[src/rtl/mips_bus_pkg.sv]
// Shared types and lane constants for the MIPS Avalon load/store unit.
package mips_bus_pkg;

  // Access size encoding carried on ch_size.
  typedef enum logic [2:0] {
    SZ_BYTE = 3'd0,
    SZ_HALF = 3'd1,
    SZ_WORD = 3'd2,
    SZ_LWL  = 3'd3,
    SZ_LWR  = 3'd4
  } size_t;

  // Bus master sequencing states.
  typedef enum logic [1:0] {
    IDLE = 2'd0,
    BUS  = 2'd1,
    RESP = 2'd2
  } lsu_state_t;

  localparam logic [3:0]  BE_NONE  = 4'h0;
  localparam logic [3:0]  BE_BYTE  = 4'h1;
  localparam logic [3:0]  BE_HALF  = 4'h3;
  localparam logic [3:0]  BE_WORD  = 4'hF;
  localparam logic [31:0] ALL_ONES = 32'hFFFF_FFFF;

  // Bit shift corresponding to a byte lane index.
  function automatic logic [4:0] lane_shift(input logic [1:0] k);
    return {k, 3'b000};
  endfunction

endpackage

[src/rtl/mips_lane_align.sv]
// Combinational byte-lane steering: byteenable, store positioning, load
// extraction/merge and legality of a (size, alignment, direction) tuple.
module mips_lane_align
  import mips_bus_pkg::*;
(
  input  logic [2:0]  size_i,
  input  logic [1:0]  k_i,
  input  logic        we_i,
  input  logic        sext_i,
  input  logic [31:0] wdata_i,   // store data, or old rt for LWL/LWR
  input  logic [31:0] rdata_i,   // raw bus read data
  output logic [3:0]  be_o,
  output logic [31:0] wdata_o,
  output logic [31:0] result_o,
  output logic        illegal_o
);

  logic [4:0]  sh_lo_s;   // 8*k
  logic [4:0]  sh_hi_s;   // 8*(3-k)
  logic [31:0] lane_s;    // read data with lane k moved to bit 0

  assign sh_lo_s = lane_shift(k_i);
  assign sh_hi_s = lane_shift(2'd3 - k_i);
  assign lane_s  = rdata_i >> sh_lo_s;

  // Decode size into lanes, data steering and the illegal flag.
  always_comb begin
    be_o      = BE_NONE;
    wdata_o   = wdata_i;
    result_o  = rdata_i;
    illegal_o = 1'b0;
    case (size_i)
      SZ_BYTE: begin
        be_o     = BE_BYTE << k_i;
        wdata_o  = wdata_i << sh_lo_s;
        result_o = sext_i ? {{24{lane_s[7]}}, lane_s[7:0]} : {24'h000000, lane_s[7:0]};
      end
      SZ_HALF: begin
        illegal_o = k_i[0];
        be_o      = BE_HALF << k_i;
        wdata_o   = wdata_i << sh_lo_s;
        result_o  = sext_i ? {{16{lane_s[15]}}, lane_s[15:0]} : {16'h0000, lane_s[15:0]};
      end
      SZ_WORD: begin
        illegal_o = (k_i != 2'd0);
        be_o      = BE_WORD;
        wdata_o   = wdata_i;
        result_o  = rdata_i;
      end
      SZ_LWL: begin
        // Low k+1 memory bytes land in the top of rt; rest of rt kept.
        illegal_o = we_i;
        be_o      = BE_WORD >> (2'd3 - k_i);
        result_o  = (rdata_i << sh_hi_s) | (wdata_i & ~(ALL_ONES << sh_hi_s));
      end
      SZ_LWR: begin
        // Memory bytes k..3 land in the bottom of rt; rest of rt kept.
        illegal_o = we_i;
        be_o      = BE_WORD << k_i;
        result_o  = (rdata_i >> sh_lo_s) | (wdata_i & ~(ALL_ONES >> sh_lo_s));
      end
      default: begin
        illegal_o = 1'b1;
        be_o      = BE_NONE;
      end
    endcase
  end

endmodule

[src/rtl/mips_avalon_lsu.sv]
// Multi-channel Avalon-MM master: round-robin arbitration, one transfer in
// flight, lane alignment via mips_lane_align, optional waitrequest watchdog.
module mips_avalon_lsu
  import mips_bus_pkg::*;
#(
  parameter int N_CH    = 2,
  parameter int ADDR_W  = 32,
  parameter int TIMEOUT = 0
) (
  input  logic                 clk,
  input  logic                 reset,
  input  logic [N_CH-1:0]      ch_req,
  input  logic [N_CH-1:0]      ch_we,
  input  logic [N_CH*ADDR_W-1:0] ch_addr,
  input  logic [N_CH*3-1:0]    ch_size,
  input  logic [N_CH-1:0]      ch_sext,
  input  logic [N_CH*32-1:0]   ch_wdata,
  output logic [31:0]          ch_rdata,
  output logic [N_CH-1:0]      ch_done,
  output logic [N_CH-1:0]      ch_err,
  output logic [ADDR_W-1:0]    address,
  output logic                 read,
  output logic                 write,
  input  logic                 waitrequest,
  output logic [31:0]          writedata,
  output logic [3:0]           byteenable,
  input  logic [31:0]          readdata
);

  localparam int CH_W  = (N_CH > 1) ? $clog2(N_CH) : 1;
  localparam int CNT_W = (TIMEOUT > 0) ? $clog2(TIMEOUT + 1) : 1;
  localparam logic [CNT_W-1:0] CNT_LAST = (TIMEOUT > 0) ? CNT_W'(TIMEOUT - 1) : '0;
  localparam logic [CH_W-1:0]  RR_INIT  = CH_W'(N_CH - 1);
  localparam logic [N_CH-1:0]  CH_ONE   = N_CH'(1);

  lsu_state_t        state_q, state_d;
  logic [CH_W-1:0]   rr_q, rr_d;
  logic [CH_W-1:0]   sel_q, sel_d;
  logic              we_q, we_d;
  logic [2:0]        size_q, size_d;
  logic [1:0]        k_q, k_d;
  logic              sext_q, sext_d;
  logic [31:0]       old_q, old_d;
  logic              errf_q, errf_d;
  logic [CNT_W-1:0]  cnt_q, cnt_d;
  logic              read_q, read_d;
  logic              write_q, write_d;
  logic [ADDR_W-1:0] address_q, address_d;
  logic [3:0]        be_q, be_d;
  logic [31:0]       wdata_q, wdata_d;
  logic [N_CH-1:0]   done_q, done_d;
  logic [N_CH-1:0]   err_q, err_d;
  logic [31:0]       rdata_q, rdata_d;

  logic              grant_valid_s;
  logic [CH_W-1:0]   grant_s;
  logic [ADDR_W-1:0] cand_addr_s;
  logic [2:0]        cand_size_s;
  logic              cand_we_s;
  logic              cand_sext_s;
  logic [31:0]       cand_wdata_s;

  logic [2:0]        al_size_s;
  logic [1:0]        al_k_s;
  logic              al_we_s;
  logic              al_sext_s;
  logic [31:0]       al_old_s;
  logic [3:0]        al_be_s;
  logic [31:0]       al_wdata_s;
  logic [31:0]       al_result_s;
  logic              al_illegal_s;

  // Round-robin search starting one past the last granted channel.
  always_comb begin
    grant_valid_s = 1'b0;
    grant_s       = rr_q;
    for (int i = 1; i <= N_CH; i++) begin
      if (!grant_valid_s && ch_req[(int'(rr_q) + i) % N_CH]) begin
        grant_valid_s = 1'b1;
        grant_s       = CH_W'((int'(rr_q) + i) % N_CH);
      end
    end
  end

  assign cand_addr_s  = ch_addr[int'(grant_s)*ADDR_W +: ADDR_W];
  assign cand_size_s  = ch_size[int'(grant_s)*3 +: 3];
  assign cand_we_s    = ch_we[grant_s];
  assign cand_sext_s  = ch_sext[grant_s];
  assign cand_wdata_s = ch_wdata[int'(grant_s)*32 +: 32];

  // The aligner sees the candidate while idle, the latched request otherwise.
  assign al_size_s = (state_q == IDLE) ? cand_size_s      : size_q;
  assign al_k_s    = (state_q == IDLE) ? cand_addr_s[1:0] : k_q;
  assign al_we_s   = (state_q == IDLE) ? cand_we_s        : we_q;
  assign al_sext_s = (state_q == IDLE) ? cand_sext_s      : sext_q;
  assign al_old_s  = (state_q == IDLE) ? cand_wdata_s     : old_q;

  mips_lane_align u_align (
    .size_i    (al_size_s),
    .k_i       (al_k_s),
    .we_i      (al_we_s),
    .sext_i    (al_sext_s),
    .wdata_i   (al_old_s),
    .rdata_i   (readdata),
    .be_o      (al_be_s),
    .wdata_o   (al_wdata_s),
    .result_o  (al_result_s),
    .illegal_o (al_illegal_s)
  );

  // Next-state and registered-output computation for the bus FSM.
  always_comb begin
    state_d   = state_q;
    rr_d      = rr_q;
    sel_d     = sel_q;
    we_d      = we_q;
    size_d    = size_q;
    k_d       = k_q;
    sext_d    = sext_q;
    old_d     = old_q;
    errf_d    = errf_q;
    cnt_d     = cnt_q;
    read_d    = read_q;
    write_d   = write_q;
    address_d = address_q;
    be_d      = be_q;
    wdata_d   = wdata_q;
    rdata_d   = rdata_q;
    done_d    = '0;
    err_d     = '0;
    case (state_q)
      IDLE: begin
        if (grant_valid_s) begin
          rr_d   = grant_s;
          sel_d  = grant_s;
          we_d   = cand_we_s;
          size_d = cand_size_s;
          k_d    = cand_addr_s[1:0];
          sext_d = cand_sext_s;
          old_d  = cand_wdata_s;
          cnt_d  = '0;
          if (al_illegal_s) begin
            errf_d  = 1'b1;
            state_d = RESP;
          end else begin
            errf_d    = 1'b0;
            state_d   = BUS;
            address_d = {cand_addr_s[ADDR_W-1:2], 2'b00};
            be_d      = al_be_s;
            wdata_d   = al_wdata_s;
            read_d    = ~cand_we_s;
            write_d   = cand_we_s;
          end
        end else begin
          state_d = IDLE;
        end
      end
      BUS: begin
        if (!waitrequest) begin
          read_d  = 1'b0;
          write_d = 1'b0;
          state_d = RESP;
          if (read_q) begin
            rdata_d = al_result_s;
          end else begin
            rdata_d = rdata_q;
          end
        end else if ((TIMEOUT > 0) && (cnt_q == CNT_LAST)) begin
          read_d  = 1'b0;
          write_d = 1'b0;
          errf_d  = 1'b1;
          state_d = RESP;
        end else begin
          cnt_d = cnt_q + CNT_W'(1);
        end
      end
      RESP: begin
        state_d = IDLE;
        if (errf_q) begin
          err_d = CH_ONE << sel_q;
        end else begin
          done_d = CH_ONE << sel_q;
        end
      end
      default: begin
        state_d = IDLE;
        read_d  = 1'b0;
        write_d = 1'b0;
      end
    endcase
  end

  // State and output registers; reset drops read/write immediately.
  always_ff @(posedge clk or posedge reset) begin
    if (reset) begin
      state_q   <= IDLE;
      rr_q      <= RR_INIT;
      sel_q     <= '0;
      we_q      <= 1'b0;
      size_q    <= 3'd0;
      k_q       <= 2'd0;
      sext_q    <= 1'b0;
      old_q     <= 32'h0;
      errf_q    <= 1'b0;
      cnt_q     <= '0;
      read_q    <= 1'b0;
      write_q   <= 1'b0;
      address_q <= '0;
      be_q      <= 4'h0;
      wdata_q   <= 32'h0;
      rdata_q   <= 32'h0;
      done_q    <= '0;
      err_q     <= '0;
    end else begin
      state_q   <= state_d;
      rr_q      <= rr_d;
      sel_q     <= sel_d;
      we_q      <= we_d;
      size_q    <= size_d;
      k_q       <= k_d;
      sext_q    <= sext_d;
      old_q     <= old_d;
      errf_q    <= errf_d;
      cnt_q     <= cnt_d;
      read_q    <= read_d;
      write_q   <= write_d;
      address_q <= address_d;
      be_q      <= be_d;
      wdata_q   <= wdata_d;
      rdata_q   <= rdata_d;
      done_q    <= done_d;
      err_q     <= err_d;
    end
  end

  assign ch_rdata   = rdata_q;
  assign ch_done    = done_q;
  assign ch_err     = err_q;
  assign address    = address_q;
  assign read       = read_q;
  assign write      = write_q;
  assign writedata  = wdata_q;
  assign byteenable = be_q;

endmodule

[config.mk]
export PLATFORM = sky130hd
export DESIGN_NAME = mips_avalon_lsu
export DESIGN_NICKNAME = d
export VERILOG_FILES = /design/src/rtl/mips_bus_pkg.sv /design/src/rtl/mips_lane_align.sv /design/src/rtl/mips_avalon_lsu.sv
export SDC_FILE = /design/constraint.sdc
export NUM_CORES = 1
export LEC_CHECK = 0
export CORE_UTILIZATION = 43
export CTS_CLUSTER_DIAMETER = 120
export DETAILED_ROUTE_END_ITERATION = 12
export HOLD_SLACK_MARGIN = 0.05
export PLACE_DENSITY_LB_ADDON = 0.15
export SYNTH_ARGS = -nofsm -noshare
export SYNTH_HDL_FRONTEND = slang
export SYNTH_SLANG_ARGS = --single-unit
[constraint.sdc]
create_clock -name clk -period 4.3 [get_ports clk]
set_input_delay 0.43 -clock clk [delete_from_list [all_inputs] [get_ports clk]]
set_output_delay 0.43 -clock clk [all_outputs]
set_load 0.02 [all_outputs]
==> results.py <==
metrics = {
    "floorplanning": {
        "pin_count": 281,
        "die_area_um2": 22210,
        "initial_core_util_pct": 44.07,
        "die_y_um": 149.0,
        "rows": 53,
        "die_w_um": 149.0,
        "fp.coreArea_um2": 21090,
    },
    "clocking": {
        "cts.repair.resized": 0,
        "cts_hold_buf": 0,
        "tritoncts": "done",
        "insertion_delay_ps": 440,
        "clk_pin_slew_ps": 70,
        "h-tree-depth": 4,
        "cts_buffers": 17,
        "cts_sinks": 148,
        "ctsRootBufferMaster": "clkbuf_16",
        "clockBufferDepth": 2,
        "cts_setup_buffers": 0,
    },
    "global_routing": {
        "grt_max_degree": 118,
        "grt_usage_pct": 31.35,
        "grt_pass1_vias": 9030,
        "grt_pass1_wl_um": 52150,
        "antenna_found_initial": 0,
        "grt_overflow": 0,
    },
    "logic_synthesis": {
        "synthArstFlopShare_pct": 100.0,
        "synth_edf_count": 0,
        "synth.distinct_cells": 72,
        "synth_most_common_cell": "dfrtp_1",
        "synth.area.top_cells": "dfrtp_1, mux2_2, mux2i_1",
        "synth_commonest_cells": "dfrtp_1, nand2_1, o21ai_0, nor2_1, mux2_2",
        "synth_top_family_by_area": "compound AO/OA/AOI/OAI gates",
        "muxShareOfSynthArea_pct": 17.46,
        "yosysSeqAreaShare_pct": 39.86,
        "synth_top_cell_by_area": "dfrtp_1",
        "synthesis.instances": 1018,
        "synth_xor_area_share_pct": 0,
        "yosys.area_share.simple_pct": 15.20,
        "synthAdderAreaFrac_pct": 0,
        "ys_seq_elements": 148,
        "ys.flop_type": "dfrtp_1",
        "synth_area_um2": 9294,
        "netlist.area_leader.share_pct": 39.58,
        "avgSynthCellArea_um2": 9.130,
        "synth_compound_area_share_pct": 22.74,
        "ys.warnings.count": 0,
    },
    "detailed_routing": {
        "antenna_left": 0,
        "routed_wl_um": 34440,
        "firstDrtPassIters": 9,
        "viasPerCell": 6.021,
        "routed-via-count": 9447,
        "drtIter0Drc": 1020,
        "avgRoutedWirePerCell_um": 21.95,
        "post-route-drc-count": 0,
    },
    "critical_path": {
        "crit_family": "compound AO/OA/AOI/OAI gates",
        "cp_max_fo": 30,
        "critPathSlowestCell": "o41ai_1",
        "crit_arrival_ps": 3600,
        "worstSetupEndpointType": "flip-flop",
        "slowest_delay_ps": 680,
        "start_kind": "flip-flop",
        "setup.worst_path.class": "reg -> reg",
        "crit_buf_inv": 1,
        "required_ps": 4670,
        "path_cells": "or2_1 -> o41ai_1 -> nor2_2 -> buf_4 -> o21ai_1 -> nor3_1 -> o32ai_1 -> o31a_1",
    },
    "power": {
        "ir_drop_mv": 0.5216,
        "cellLeakagePower_nw": 5.369,
        "power.total_mw": 12.18,
        "power.density_nw_per_um2": 936.4,
    },
    "finish": {
        "drive_gt1_share_pct": 15.92,
        "nets": 1456,
        "antenna_cells": 0,
        "area_delta_synth_final_pct": 40.00,
        "post-route-util_pct": 61.70,
    },
    "timing": {
        "worstMarginPinSlew_ps": 954.4,
        "fmax_mhz": 310.1,
        "min_period_over_period_pct": 74.99,
        "finalSetupTns_ps": 0,
        "rsz0062_at_grt": "false",
        "period_minus_slack_ps": 3225,
        "skew_ps": 11.93,
        "holdWs_ps": 464.0,
        "relSlewSlack_pct": 36.08,
        "slew_viol_final": 0,
        "hold_viol": 0,
        "setup_viol": 0,
        "setup_ws_ps": 1075,
    },
    "placement": {
        "place_ws_ps": 741.9,
        "port_buffers": 278,
        "gp_congestion": 0.9726,
        "hpwl_um": 25400,
    },
    "min_path": {
        "hold_class": "in -> async",
    },
    "status": {
        "outcome": "finished, final reports clean",
    },
    "run": {
        "maxCapViolCount": 0,
    },
}
## sequential cells by signal, indices dropped and copies added (netlist names)
| name | cells |
|---|---|
| k_q | 2 |
| read | 1 |
| sext_q | 1 |
| errf_q | 1 |
| state_q | 2 |
| size_q | 3 |
| address | 30 |
| byteenable | 4 |
| sel_q | 1 |
| old_q | 32 |
| write | 1 |
| ch_done | 2 |
| we_q | 1 |
| rr_q | 1 |
| ch_err | 2 |
| writedata | 32 |
| ch_rdata | 32 |
## power breakdown
part / internal (mW) / total (mW) / switching (mW)
clock network: 0.829 / 1.51 / 0.676
logic: 3.29 / 8.16 / 4.87
registers: 2.10 / 2.52 / 0.410
## final cells by class
class	instances	area, µm²
Fill cell	1912	8077
Multi-Input combinational cell	779	5192
Sequential cell	148	3705
Timing Repair Buffer	322	3138
Clock buffer	18	439.2
Tap cell	275	344.1
Clock inverter	14	140.1
Inverter	13	52.55
## metrics by stage
stage | cell area, µm² | cells
6_report | 13010 | 1569
3_3_place_gp | 12430 | 1537
3_5_place_dp | 12430 | 1537
5_1_grt | 13010 | 1569
2_1_floorplan | 9301 | 1019
4_1_cts | 13010 | 1569
## worst paths after layout
path	start	slack (ps)	end	cells after the start
min in group clk	old_q[12]	480	old_q[12]	2
hold / removal	reset	460	address[2]	2
hold reg to reg	old_q[12]	480	old_q[12]	2
max in group asynchronous	reset	2750	ch_rdata[27]	3
setup reg to reg	state_q[0]	1080	ch_rdata[30]	8
setup / recovery	state_q[0]	1080	ch_rdata[30]	8
## placed cells by master, fill, tap and decap left out, types with 7 or more instances in the layout
cell type,count
mux2_4,9
nand3_1,24
a22oi_1,13
nor3_1,12
o21ai_0,101
clkbuf_16,17
dfrtp_1,147
o21ai_1,7
nand2_1,122
or3_1,23
a21oi_1,46
inv_1,12
mux2i_1,53
o2bb2ai_1,10
a221oi_1,13
buf_4,42
mux2_2,83
clkdlybuf4s50_1,278
nor2_1,88
a31oi_1,54
a222oi_1,12
## cells by family (layout without fill, tap and decap cells)
logic type,after synthesis,in the layout
AOI/OAI and AO/OA,320,320
buffers and inverters,92,367
DFF,148,148
muxes,147,147
other,1,2
and+or+nand+nor,310,310
## per-layer routing
metal  part of all wire (%)  routed length [µm]  vias to the layer above  track usage [%]
met5                      0                   0                        -                0
met4                    4.4                1529                        0            15.10
met3                     11                3656                       90            10.06
met2                     45               15530                      555            48.42
met1                     40               13720                     4496            39.56
li1                       -                   -                     4306                -
Power figures use the tool's default switching activity.
